`config.mk`:
```
export PLATFORM = sky130hd
export DESIGN_NAME = fir_decimator
export DESIGN_NICKNAME = d
export VERILOG_FILES = /design/src/rtl/fir_decimator_pkg.sv /design/src/rtl/fir_decimator_sync_fifo.sv /design/src/rtl/fir_decimator.sv
export SDC_FILE = /design/constraint.sdc
export NUM_CORES = 1
export LEC_CHECK = 0
export BUFFER_PORTS_ARGS = -buffer_cell sky130_fd_sc_hd__buf_2
export CORE_UTILIZATION = 54
export CTS_CLUSTER_SIZE = 16
export DETAILED_ROUTE_END_ITERATION = 6
export GPL_TIMING_DRIVEN = 0
export PLACE_DENSITY = 0.75
export SLEW_MARGIN = 25
export SYNTH_ARGS = -nofsm -noshare
export SYNTH_HDL_FRONTEND = slang
export SYNTH_SLANG_ARGS = --single-unit
```
`constraint.sdc`:
```
create_clock -name clk -period 2.8 [get_ports clk]
set_input_delay 0 -clock clk [delete_from_list [all_inputs] [get_ports clk]]
set_output_delay 0 -clock clk [all_outputs]
set_load 0.01 [all_outputs]
```
`src/rtl/fir_decimator_pkg.sv`:
```
// Shared constants for the FIR decimator slice.
// FIR_SAMPLE_W is the sample width produced by the upstream fir stage.
// The DEF_* values are the default block configuration.
package fir_decimator_pkg;

  localparam int FIR_SAMPLE_W   = 16;
  localparam int DEF_OUT_W      = 12;
  localparam int DEF_LOG2_DECIM = 2;
  localparam int DEF_FIFO_DEPTH = 4;

  // The accumulator grows by LOG2_DECIM bits, so the sum of a full block
  // can never wrap.
  function automatic int acc_width(input int in_w, input int log2_decim);
    return in_w + log2_decim;
  endfunction

endpackage

```
`src/rtl/fir_decimator_sync_fifo.sv`:
```
// sync_fifo: single-clock FIFO with occupancy count.
// Ports:
//   clk, rst_n       clock, asynchronous active-low reset
//   push_i, din_i    write request and data (ignored when full unless popping)
//   pop_i            read request (ignored when empty)
//   dout_o           head entry
//   full_o, empty_o  status derived from count
//   count_o          entries held, 0..DEPTH
module sync_fifo #(
  parameter int W     = 8,
  parameter int DEPTH = 4
) (
  input  logic                         clk,
  input  logic                         rst_n,
  input  logic                         push_i,
  input  logic [W-1:0]                 din_i,
  input  logic                         pop_i,
  output logic [W-1:0]                 dout_o,
  output logic                         full_o,
  output logic                         empty_o,
  output logic [$clog2(DEPTH+1)-1:0]   count_o
);

  localparam int PTR_W = $clog2(DEPTH);
  localparam int CNT_W = $clog2(DEPTH + 1);

  logic [W-1:0]     mem_q [DEPTH];
  logic [PTR_W-1:0] wr_ptr_q, wr_ptr_d;
  logic [PTR_W-1:0] rd_ptr_q, rd_ptr_d;
  logic [CNT_W-1:0] count_q, count_d;
  logic             do_push, do_pop;

  assign full_o  = (count_q == CNT_W'(DEPTH));
  assign empty_o = (count_q == '0);
  assign count_o = count_q;
  assign dout_o  = mem_q[rd_ptr_q];

  // A pop on the same edge frees the slot, so a push into a full FIFO lands.
  assign do_pop  = pop_i & ~empty_o;
  assign do_push = push_i & (~full_o | do_pop);

  always_comb begin
    wr_ptr_d = wr_ptr_q;
    rd_ptr_d = rd_ptr_q;
    count_d  = count_q;
    if (do_push) wr_ptr_d = wr_ptr_q + PTR_W'(1);
    if (do_pop)  rd_ptr_d = rd_ptr_q + PTR_W'(1);
    case ({do_push, do_pop})
      2'b10:   count_d = count_q + CNT_W'(1);
      2'b01:   count_d = count_q - CNT_W'(1);
      default: count_d = count_q;
    endcase
  end

  always_ff @(posedge clk or negedge rst_n) begin
    if (!rst_n) begin
      wr_ptr_q <= '0;
      rd_ptr_q <= '0;
      count_q  <= '0;
    end else begin
      wr_ptr_q <= wr_ptr_d;
      rd_ptr_q <= rd_ptr_d;
      count_q  <= count_d;
    end
  end

  // Storage needs no reset: entries are only read once count says valid.
  always_ff @(posedge clk) begin
    if (do_push) mem_q[wr_ptr_q] <= din_i;
  end

endmodule

```
`src/rtl/fir_decimator.sv`:
```
// fir_decimator: block-averages 2**LOG2_DECIM valid input samples, saturates
// the average to OUT_W bits and queues it for a valid/ready sink.
// Ports:
//   clk, rst              clock, asynchronous active-low reset
//   In, in_valid          signed input sample and qualifier
//   Out, out_valid        signed FIFO head (0 when empty), FIFO non-empty
//   out_ready             sink accepts Out this cycle
//   clr_flags             synchronous clear of the sticky flags
//   overflow, sat         sticky: result dropped / result clipped
module fir_decimator
  import fir_decimator_pkg::*;
#(
  parameter int IN_W       = FIR_SAMPLE_W,
  parameter int OUT_W      = DEF_OUT_W,
  parameter int LOG2_DECIM = DEF_LOG2_DECIM,
  parameter int FIFO_DEPTH = DEF_FIFO_DEPTH
) (
  input  logic                    clk,
  input  logic                    rst,
  input  logic signed [IN_W-1:0]  In,
  input  logic                    in_valid,
  output logic signed [OUT_W-1:0] Out,
  output logic                    out_valid,
  input  logic                    out_ready,
  input  logic                    clr_flags,
  output logic                    overflow,
  output logic                    sat
);

  localparam int ACC_W = acc_width(IN_W, LOG2_DECIM);
  localparam logic [LOG2_DECIM-1:0]  PHASE_LAST = '1;
  localparam logic signed [ACC_W-1:0] SAT_MAX = ACC_W'((2 ** (OUT_W - 1)) - 1);
  localparam logic signed [ACC_W-1:0] SAT_MIN = ~SAT_MAX;

  logic signed [ACC_W-1:0] acc_q, acc_d;
  logic signed [ACC_W-1:0] sum, avg;
  logic [LOG2_DECIM-1:0]   phase_q, phase_d;
  logic signed [OUT_W-1:0] result;
  logic                    clip, push, pop;
  logic                    sat_q, sat_d, ovf_q, ovf_d;
  logic                    fifo_full, fifo_empty;
  logic [OUT_W-1:0]        fifo_dout;
  logic [$clog2(FIFO_DEPTH+1)-1:0] unused_fifo_count;

  assign sum  = acc_q + {{LOG2_DECIM{In[IN_W-1]}}, In};
  // Arithmetic shift floors toward -inf, e.g. -7/4 -> -2.
  assign avg  = sum >>> LOG2_DECIM;
  assign push = in_valid && (phase_q == PHASE_LAST);
  assign pop  = out_valid & out_ready;

  always_comb begin
    clip   = 1'b0;
    result = avg[OUT_W-1:0];
    if (avg > SAT_MAX) begin
      clip   = 1'b1;
      result = SAT_MAX[OUT_W-1:0];
    end else if (avg < SAT_MIN) begin
      clip   = 1'b1;
      result = SAT_MIN[OUT_W-1:0];
    end
  end

  always_comb begin
    acc_d   = acc_q;
    phase_d = phase_q;
    if (in_valid) begin
      if (push) begin
        acc_d   = '0;
        phase_d = '0;
      end else begin
        acc_d   = sum;
        phase_d = phase_q + LOG2_DECIM'(1);
      end
    end
  end

  // A set event on the same edge as clr_flags keeps the flag high.
  assign sat_d = (sat_q & ~clr_flags) | (push & clip);
  assign ovf_d = (ovf_q & ~clr_flags) | (push & fifo_full & ~pop);

  always_ff @(posedge clk or negedge rst) begin
    if (!rst) begin
      acc_q   <= '0;
      phase_q <= '0;
      sat_q   <= 1'b0;
      ovf_q   <= 1'b0;
    end else begin
      acc_q   <= acc_d;
      phase_q <= phase_d;
      sat_q   <= sat_d;
      ovf_q   <= ovf_d;
    end
  end

  sync_fifo #(
    .W     (OUT_W),
    .DEPTH (FIFO_DEPTH)
  ) u_fifo (
    .clk     (clk),
    .rst_n   (rst),
    .push_i  (push),
    .din_i   (result),
    .pop_i   (pop),
    .dout_o  (fifo_dout),
    .full_o  (fifo_full),
    .empty_o (fifo_empty),
    .count_o (unused_fifo_count)
  );

  assign out_valid = ~fifo_empty;
  assign Out       = fifo_empty ? '0 : $signed(fifo_dout);
  assign sat       = sat_q;
  assign overflow  = ovf_q;

endmodule

```
-- Yosys cells after proc, flatten, opt, wreduce, memory -nomap -nowiden
Memory sizes are Yosys's and may differ from the RTL's.
Index checks and enable logic that the tools add are counted.
- latch bits: 0
- memories: 1
- ROM bits: 0
- output and inout port bits: 15
- word-level logic and storage cells: 48
- bits in registers: 29
- input port bits: 21
- RAM bits: 48
- eq/ne operators: 4
- magnitude comparators: 2
- add/subtract/negate cells: 6
- reductions and logical operators: 3
- mux-type cells: 10
- bitwise logic cells: 15
- $mul: 0
- shifts and indexed selects: 0
- div/mod/pow operators: 0
- memories (memory ; words ; width ; read ports ; clocked after memory_dff ; write ports ; line ; text):
    u_fifo.mem_q ; 4 ; 12 ; 1 ; 0 ; 1 ; fir_decimator_sync_fifo.sv:27 ; logic [W-1:0] mem_q [DEPTH];
- operator list (kind ; count):
    $mux 12 ; 3
    $add 18x18->18 ; 1
    $mux 18 ; 1
    $gt 16x12->1 const B ; 1
    $lt 16x12->1 const B ; 1
    $and 1x1->1 ; 8
    $add 2x1->2 const B ; 3
    $pmux 3 s2 ; 1
    $eq 2x2->1 const B ; 2
    $mux 1 ; 4
    $not 1->1 ; 4
    $add 3x1->3 const B ; 1
    $eq 3x3->1 const B ; 1
    $logic_not 3->1 ; 1
    $or 1x1->1 ; 3
    $sub 3x1->3 const B ; 1
    $eq 2x1->1 const B ; 1
    $mux 2 ; 1
    $reduce_bool 2->1 ; 1
    $logic_and 1x1->1 ; 1

-- Logic depth before layout (Yosys ltp)
Gate-level depths: netlist of the first run.
- word-level depth: 8
- mapped depth: 12
- depth with buffers taken out: 11

-- Cells and area by module
Synthesis of the first run repeated with hierarchy kept, for this count alone.
- cells, all modules: 321
- area, all modules: 4279.1 µm²
- by module, submodules not included (module ; area an instance (µm²) ; instances ; cells each):
    sync_fifo ; 2167.1 ; 1 ; 101
    fir_decimator ; 2112.0 ; 1 ; 220

-- Worst setup path after synthesis of the first run
OpenSTA, ideal clock, no wires.
- path kind: register to register
- start point: reg acc_q[0]
- end point: mem u_fifo.mem_q[0][2] in the netlist's numbering, data pin
- buffers on the path: 1
- setup slack: 92 ps
- clock period less this slack: 2708 ps
- data required time: 2525 ps
- data arrival time: 2433 ps
- cell stages (with the launch flop): 13
- path through: dfrtp_1 ha_1 inv_1 fa_1 nor2b_4 o31a_1 a21o_1 o21ai_2 a311oi_2 nand2_1 o31ai_1 buf_2 o21ai_1
- word-level cells in the longest chain between the ends: 4
- ends and longest elaborated chain (element ; line ; text):
    start: declaration ; fir_decimator.sv:35 ; logic signed [ACC_W-1:0] acc_q, acc_d;
    start signal: assignment ; fir_decimator.sv:83 ; acc_q <= '0;
    start signal: assignment ; fir_decimator.sv:88 ; acc_q <= acc_d;
    $add 18x18->18 * ; fir_decimator.sv:45 ; assign sum = acc_q + {{LOG2_DECIM{In[IN_W-1]}}, In};
    $lt 16x12->1 ; fir_decimator.sv:57 ; end else if (avg < SAT_MIN) begin
    $mux 12 ; fir_decimator.sv:57 ;
    $mux 12 * ; fir_decimator.sv:54 ; if (avg > SAT_MAX) begin
    via result[2] ; fir_decimator.sv:38 ; logic signed [OUT_W-1:0] result;
    end: declaration ; fir_decimator_sync_fifo.sv:27 ;
The timed path passes the listed nets; every way through them passes the cells marked *.

-- Worst setup path after layout of the first run
- start point: reg acc_q[0]
- end point: mem u_fifo.mem_q[1][10] in the netlist's numbering, data pin
Same word-level chain as after synthesis.

==> reports/qor.yml, run 1 <==
run_status:
  status: "complete, but fails checks"
  violations: "setup timing"
detailed_routing:
  final_antenna_net_count: 0
  firstDrtPassIters: 5
  vias_per_cell: 5.65
  routed_wl_um: 8760
  wire_per_inst_um: 16.8
  drc_errors: 0
  vias: 2940
  drt_iter0_markers: 150
clock_tree:
  cts_tree: "done"
  cts_buffer_depth: 2
  numClockSinks: 77
  cts-root-buf: "clkbuf_8"
  numCtsBuffers: 9
  clk_latency_ps: 350
  clkTransAtPathRegs_ps: 80
  htree_levels: 3
timing:
  final_hold_viol_count: 0
  clock.fmax_ghz: 0.348
  rsz0062_at_grt: "yes"
  worst_hold_slack_ps: 24.7
  slew_violations: 0
  tightest_slew_ps: 865
  fin_crit_ps: 2870
  fin_tns_setup_ps: -2560
  slew_headroom_pct: 42.3
  finalSetupViolations: 41
  fin_crit_sh_pct: 103
  finClkSkew_ps: 10.1
  setup_slack_ps: -70.1
die:
  placementRows: 31
  dieHeight_um: 89.9
  die_x_um: 89.9
  start_util_pct: 56.6
  die-area_um2: 8080
  io_pins: 36
  core-area_um2: 7370
finish:
  layout_common_cells: "edfxtp_1, buf_2, inv_1, dfrtp_1, buf_4"
  syn2layout_area_growth_pct: 23.7
  stdcell_count: 520
  final_common_cell: "edfxtp_1"
  drive_gt1_share_pct: 31.1
  num_antenna_cells: 0
  nets: 461
critical_path:
  crit_fanout: 5
  cp-start-kind: "flop"
  r2r-start: "acc_q[0]$_DFFE_PN0P_"
  critPathKind: "flop to flop"
  arrival_ps: 2950
  required_ps: 2880
  crit_path_end_kind: "flop"
  crit_start: "acc_q[0]$_DFFE_PN0P_"
global_route:
  grt.total_usage_pct: 22.1
  grt-ovfl-total: 0
  antenna_found_initial: 0
  grt_pass1_vias: 2866
  grt_pass1_wl_um: 13900
  grt_max_degree: 30
synthesis:
  synthAdderAreaFrac_pct: 7.56
  ys_ff_latch: 77
  yosys.area_share.simple_pct: 9.27
  synth_compound_area_share_pct: 15.0
  yosysSeqAreaShare_pct: 51.9
  synth_cell_types: 55
  synth-main-ff-cell: "edfxtp_1"
  syn_area_per_cell_um2: 12.0
  yosys.area_share.xor_xnor_pct: 4.17
  synthesis.area_um2: 4170
  synthArstFlopShare_pct: 37.7
  synth_mux_area_share_pct: 7.23
  synth_top_family_by_area: "compound AO/OA/AOI/OAI gates"
  postSynthCellCount: 347
  syn_nets: 392
  synth-edff-count: 48
  yosys_warnings: 0
min_path:
  hp-class: "input pin to flop"
  hold_start: "out_ready"
power:
  power_density_nw_per_um2: 1400
  p_leak_nw: 2.08
  peakVddDrop_mv: 0.694
placed_design:
  dpl.cell_count: 480
  portBuffers: 34
  hpwl_um: 5630
  gp_congestion: 0.836
  dp_slack_ps: -392
run:
  cap_violations: 0
-- cell usage after synthesis (2+ instances only) --
cell type  count  area (um2)
a31oi_1        3        18.8
mux2i_1        2        20.0
o21ai_2        4        35.0
inv_1         33         124
o21ai_0       13        65.1
o21ai_1        9        45.0
fa_1           2        40.0
nand2_1       12        45.0
a211oi_1       2        15.0
nor2_1        11        41.3
and2_1         4        25.0
xnor2_1        8        70.1
nand2b_1       3        18.8
dfrtp_1       29         726
ha_1          22         275
o22ai_1       20         125
edfxtp_1      48        1440
a21oi_1       22         110
a21o_1         7        52.6
buf_1          2        7.51
and3_1         3        18.8
xor2_1        10        87.6
buf_6          2        22.5
nand3_1        5        25.0
buf_2          4        20.0
o21a_1         5        37.5
nand3b_1       2        15.0
mux4_2        12         270
nor2b_1       15        93.8
clkbuf_1       7        26.3
nor3b_1        2        15.0
-- where the power goes --
group | switching, W | internal (W)
logic | 0.00236 | 0.00193
registers | 0.000171 | 0.00183
clock network | 0.000407 | 0.000503
-- layer usage --
metal	vias to the layer above	part of all wire (%)	global-route usage, %
met5	-	0	0
met4	0	1.2	7.53
met3	13	2.8	4.57
met2	51	52	38.7
met1	1461	44	27.4
li1	1415	-	-
-- per-stage QoR --
step	total power (W)	instance area, um2	util (%)
after floorplan	0.00424	4170	-
after global placement	0.00487	4470	60.6
after detailed placement	0.00500	4470	60.6
after CTS	0.00685	5020	68.1
after global routing	0.00762	5160	70.0
final	0.00720	5160	70.0
-- repair_timing --
item | CTS | global route
endpoints found under the setup margin | 45 | 46
gates resized for setup | 42 | 13
pin swaps | 18 | 24
gates cloned | 2 | 0
hold buffers | 2 | 0
endpoints found under the hold margin | 30 | 0
setup buffers | 13 | 8
-- worst paths after layout --
kind,endpoint,slack [ps],cells after the start
max,u_fifo.mem_q[1][10]$_DFFE_PP_,-70,12
min,u_fifo.count_o[0]$_DFFE_PN0P_,20,3
min in group asynchronous,acc_q[13]$_DFFE_PN0P_,230,2
max reg2reg,u_fifo.mem_q[1][10]$_DFFE_PP_,-70,12
max in group asynchronous,acc_q[4]$_DFFE_PN0P_,2110,2
min reg2reg,phase_q[0]$_DFFE_PN0P_,490,1
-- cell families after synthesis --
family / after synthesis
compound gates: 97
flops: 77
buf+inv: 48
mux: 15
xor+xnor: 19
fa+ha+maj: 24
simple gates: 67
-- critical path, cell delays in order, from the launching register on --
cell      delay (ps)
dfrtp_1          420
ha_4             180
inv_2             50
fa_2             220
nor2b_4           40
o31a_1           250
a21o_1           210
o21a_1           180
a311oi_2         270
nand2_1          170
o31ai_4          310
buf_6            210
o21ai_4           80
-- registers in the layout, summed over array words and instances (netlist names) --
register and cells:
overflow 1, u_fifo.count_o 3, sat 1, acc_q 18
u_fifo.wr_ptr_q 2, u_fifo.rd_ptr_q 2, u_fifo.mem_q 48, phase_q 2
-- area by class of cell --
class / count / area [um2]
clock inverter: 6 / 86.3
multi-input combinational: 222 / 2080
tap: 99 / 124
clock buffer: 10 / 128
buffer: 14 / 81.3
sequential: 77 / 2170
timing repair buffer: 59 / 374
inverter: 33 / 124
fill: 525 / 2210
(Power assumes the default switching activity.)
==> run 2: changes to the inputs <==
--- a/config.mk
+++ b/config.mk
@@ -6,11 +6,11 @@
 export NUM_CORES = 1
 export LEC_CHECK = 0
 export BUFFER_PORTS_ARGS = -buffer_cell sky130_fd_sc_hd__buf_2
-export CORE_UTILIZATION = 54
+export CORE_UTILIZATION = 40
 export CTS_CLUSTER_SIZE = 16
 export DETAILED_ROUTE_END_ITERATION = 6
 export GPL_TIMING_DRIVEN = 0
-export PLACE_DENSITY = 0.75
+export PLACE_DENSITY = 0.58
 export SLEW_MARGIN = 25
 export SYNTH_ARGS = -nofsm -noshare
 export SYNTH_HDL_FRONTEND = slang
==> run 2 against run 1 <==
Effect of this change: the flow still finishes with violations (setup timing); wire length is 1.3% higher; global-route usage shrank 4.3 points; worst hold slack better by 13 ps; register-to-register slack lost 20 ps; die area increased by 34%; sequential cell count did not move; power shrank 0.11%; clock skew is 3.0 ps higher; design area rose by 0.85%; critical path type unchanged; critical endpoint is now u_fifo.mem_q[3][3]$_DFFE_PP_; largest cell class unchanged.
==> reports/qor.yml, run 2 (synthesized netlist as in run 1, its figures left out) <==
critical_path:
  crit_path_end_kind: "flop"
  crit_fanout: 5
  cp-start-kind: "flop"
  arrival_ps: 3060
  critPathKind: "flop to flop"
  required_ps: 2970
power:
  peakVddDrop_mv: 0.586
  p_leak_nw: 2.10
  power_density_nw_per_um2: 1380
  power_w: 0.00719
timing:
  tightest_slew_ps: 842
  final_hold_viol_count: 0
  slew_violations: 0
  finalSetupViolations: 41
  worst_hold_slack_ps: 38.0
  fin_crit_sh_pct: 103
  slew_headroom_pct: 43.8
  rsz0062_at_grt: "yes"
  setup_slack_ps: -94.5
  finClkSkew_ps: 13.1
  fin_crit_ps: 2890
  clock.fmax_ghz: 0.345
global_route:
  grt_pass1_vias: 2954
  antenna_found_initial: 0
  grt_pass1_wl_um: 15100
  grt_max_degree: 30
  grt-ovfl-total: 0
  grt.total_usage_pct: 17.8
run:
  cap_violations: 0
finish:
  nets: 464
  final_common_cell: "edfxtp_1"
  final_util_pct: 52.3
  stdcell_count: 557
  num_antenna_cells: 0
  final_area_um2: 5200
  syn2layout_area_growth_pct: 24.8
  drive_gt1_share_pct: 30.4
  largest_register: "u_fifo.mem_q"
  largest_reg_flops: 48
  layout_common_cells: "edfxtp_1, buf_2, inv_1, dfrtp_1, buf_4"
clock_tree:
  numCtsBuffers: 9
  htree_levels: 3
  clkTransAtPathRegs_ps: 80
  cts-root-buf: "clkbuf_8"
  cts_buffer_depth: 2
  numClockSinks: 77
  clk_latency_ps: 340
  cts_tree: "done"
placed_design:
  post_dp_cell_area_um2: 4510
  dpl.cell_count: 514
  portBuffers: 34
  hpwl_um: 6040
  gp_congestion: 0.854
run_status:
  status: "complete, but fails checks"
  violations: "setup timing"
die:
  core-area_um2: 9950
  die_x_um: 104
  die-area_um2: 10800
  io_pins: 36
  start_util_pct: 41.9
  placementRows: 36
  dieHeight_um: 104
detailed_routing:
  drt_iter0_markers: 75
  firstDrtPassIters: 4
  vias_per_cell: 5.17
  drc_errors: 0
  routed_wl_um: 8870
  vias: 2882
  final_antenna_net_count: 0
  wire_per_inst_um: 15.9
min_path:
  hp-class: "input pin to flop"
run 2: path summary, 6_finish.rpt:
path | start | end | slack (ps) | cells after the start
setup / recovery | acc_q[0]$_DFFE_PN0P_ | u_fifo.mem_q[3][3]$_DFFE_PP_ | -90 | 11
hold / removal | out_ready | overflow$_DFF_PN0_ | 40 | 3
setup reg to reg | acc_q[0]$_DFFE_PN0P_ | u_fifo.mem_q[3][3]$_DFFE_PP_ | -90 | 11
hold reg to reg | phase_q[0]$_DFFE_PN0P_ | phase_q[0]$_DFFE_PN0P_ | 490 | 1
max in group asynchronous | rst | acc_q[5]$_DFFE_PN0P_ | 2090 | 2
min in group asynchronous | rst | u_fifo.wr_ptr_q[0]$_DFFE_PN0P_ | 250 | 2
run 2: power by group:
group / switching [W] / internal [W] / total [W] / leakage (nW)
clock: 0.000416 / 0.000621 / 0.00104 / 0.124
sequential: 0.000159 / 0.00183 / 0.00199 / 0.789
combinational: 0.00231 / 0.00186 / 0.00417 / 1.19
total: 0.00289 / 0.00431 / 0.00719 / 2.10
run 2: per-stage QoR:
step	setup slack, ps	TNS [ps]
2_1_floorplan	91.7	0
3_3_place_gp	-385	-14910
3_5_place_dp	-400	-15870
4_1_cts	-128	-5040
5_1_grt	-201	-8040
6_report	-94.5	-2920
run 2: timing repair:
action,4_1_cts,5_1_grt
endpoints found under the hold margin,30,0
pin swaps,14,16
cloned,2,0
setup endpoints to repair,45,45
buffers inserted,21,2
resized for setup,40,9
hold buffers,2,0
run 2: worst max-delay path, cell delays in order, from the launching register on:
cell and delay, ps:
dfrtp_1 420, ha_4 180, buf_4 140, a211oi_4 260, o211ai_2 140, a211o_1 310
and3_1 150, or4_4 460, nor2_4 130, a31oi_4 140, buf_8 200, o21ai_4 180
run 2: cell type report:
type | instances | area (um2)
Clock buffer | 11 | 141
Clock inverter | 5 | 108
Inverter | 33 | 124
Fill cell | 867 | 4750
Buffer | 15 | 86.3
Timing Repair Buffer | 61 | 389
Multi-Input combinational cell | 222 | 2020
Sequential cell | 77 | 2170
Tap cell | 133 | 166
run 2: per-layer routing:
metal,track usage (%),wire (um)
met1,22.9,4090
met3,3.32,213
met4,5.31,53
met5,0,0
met2,30.5,4510
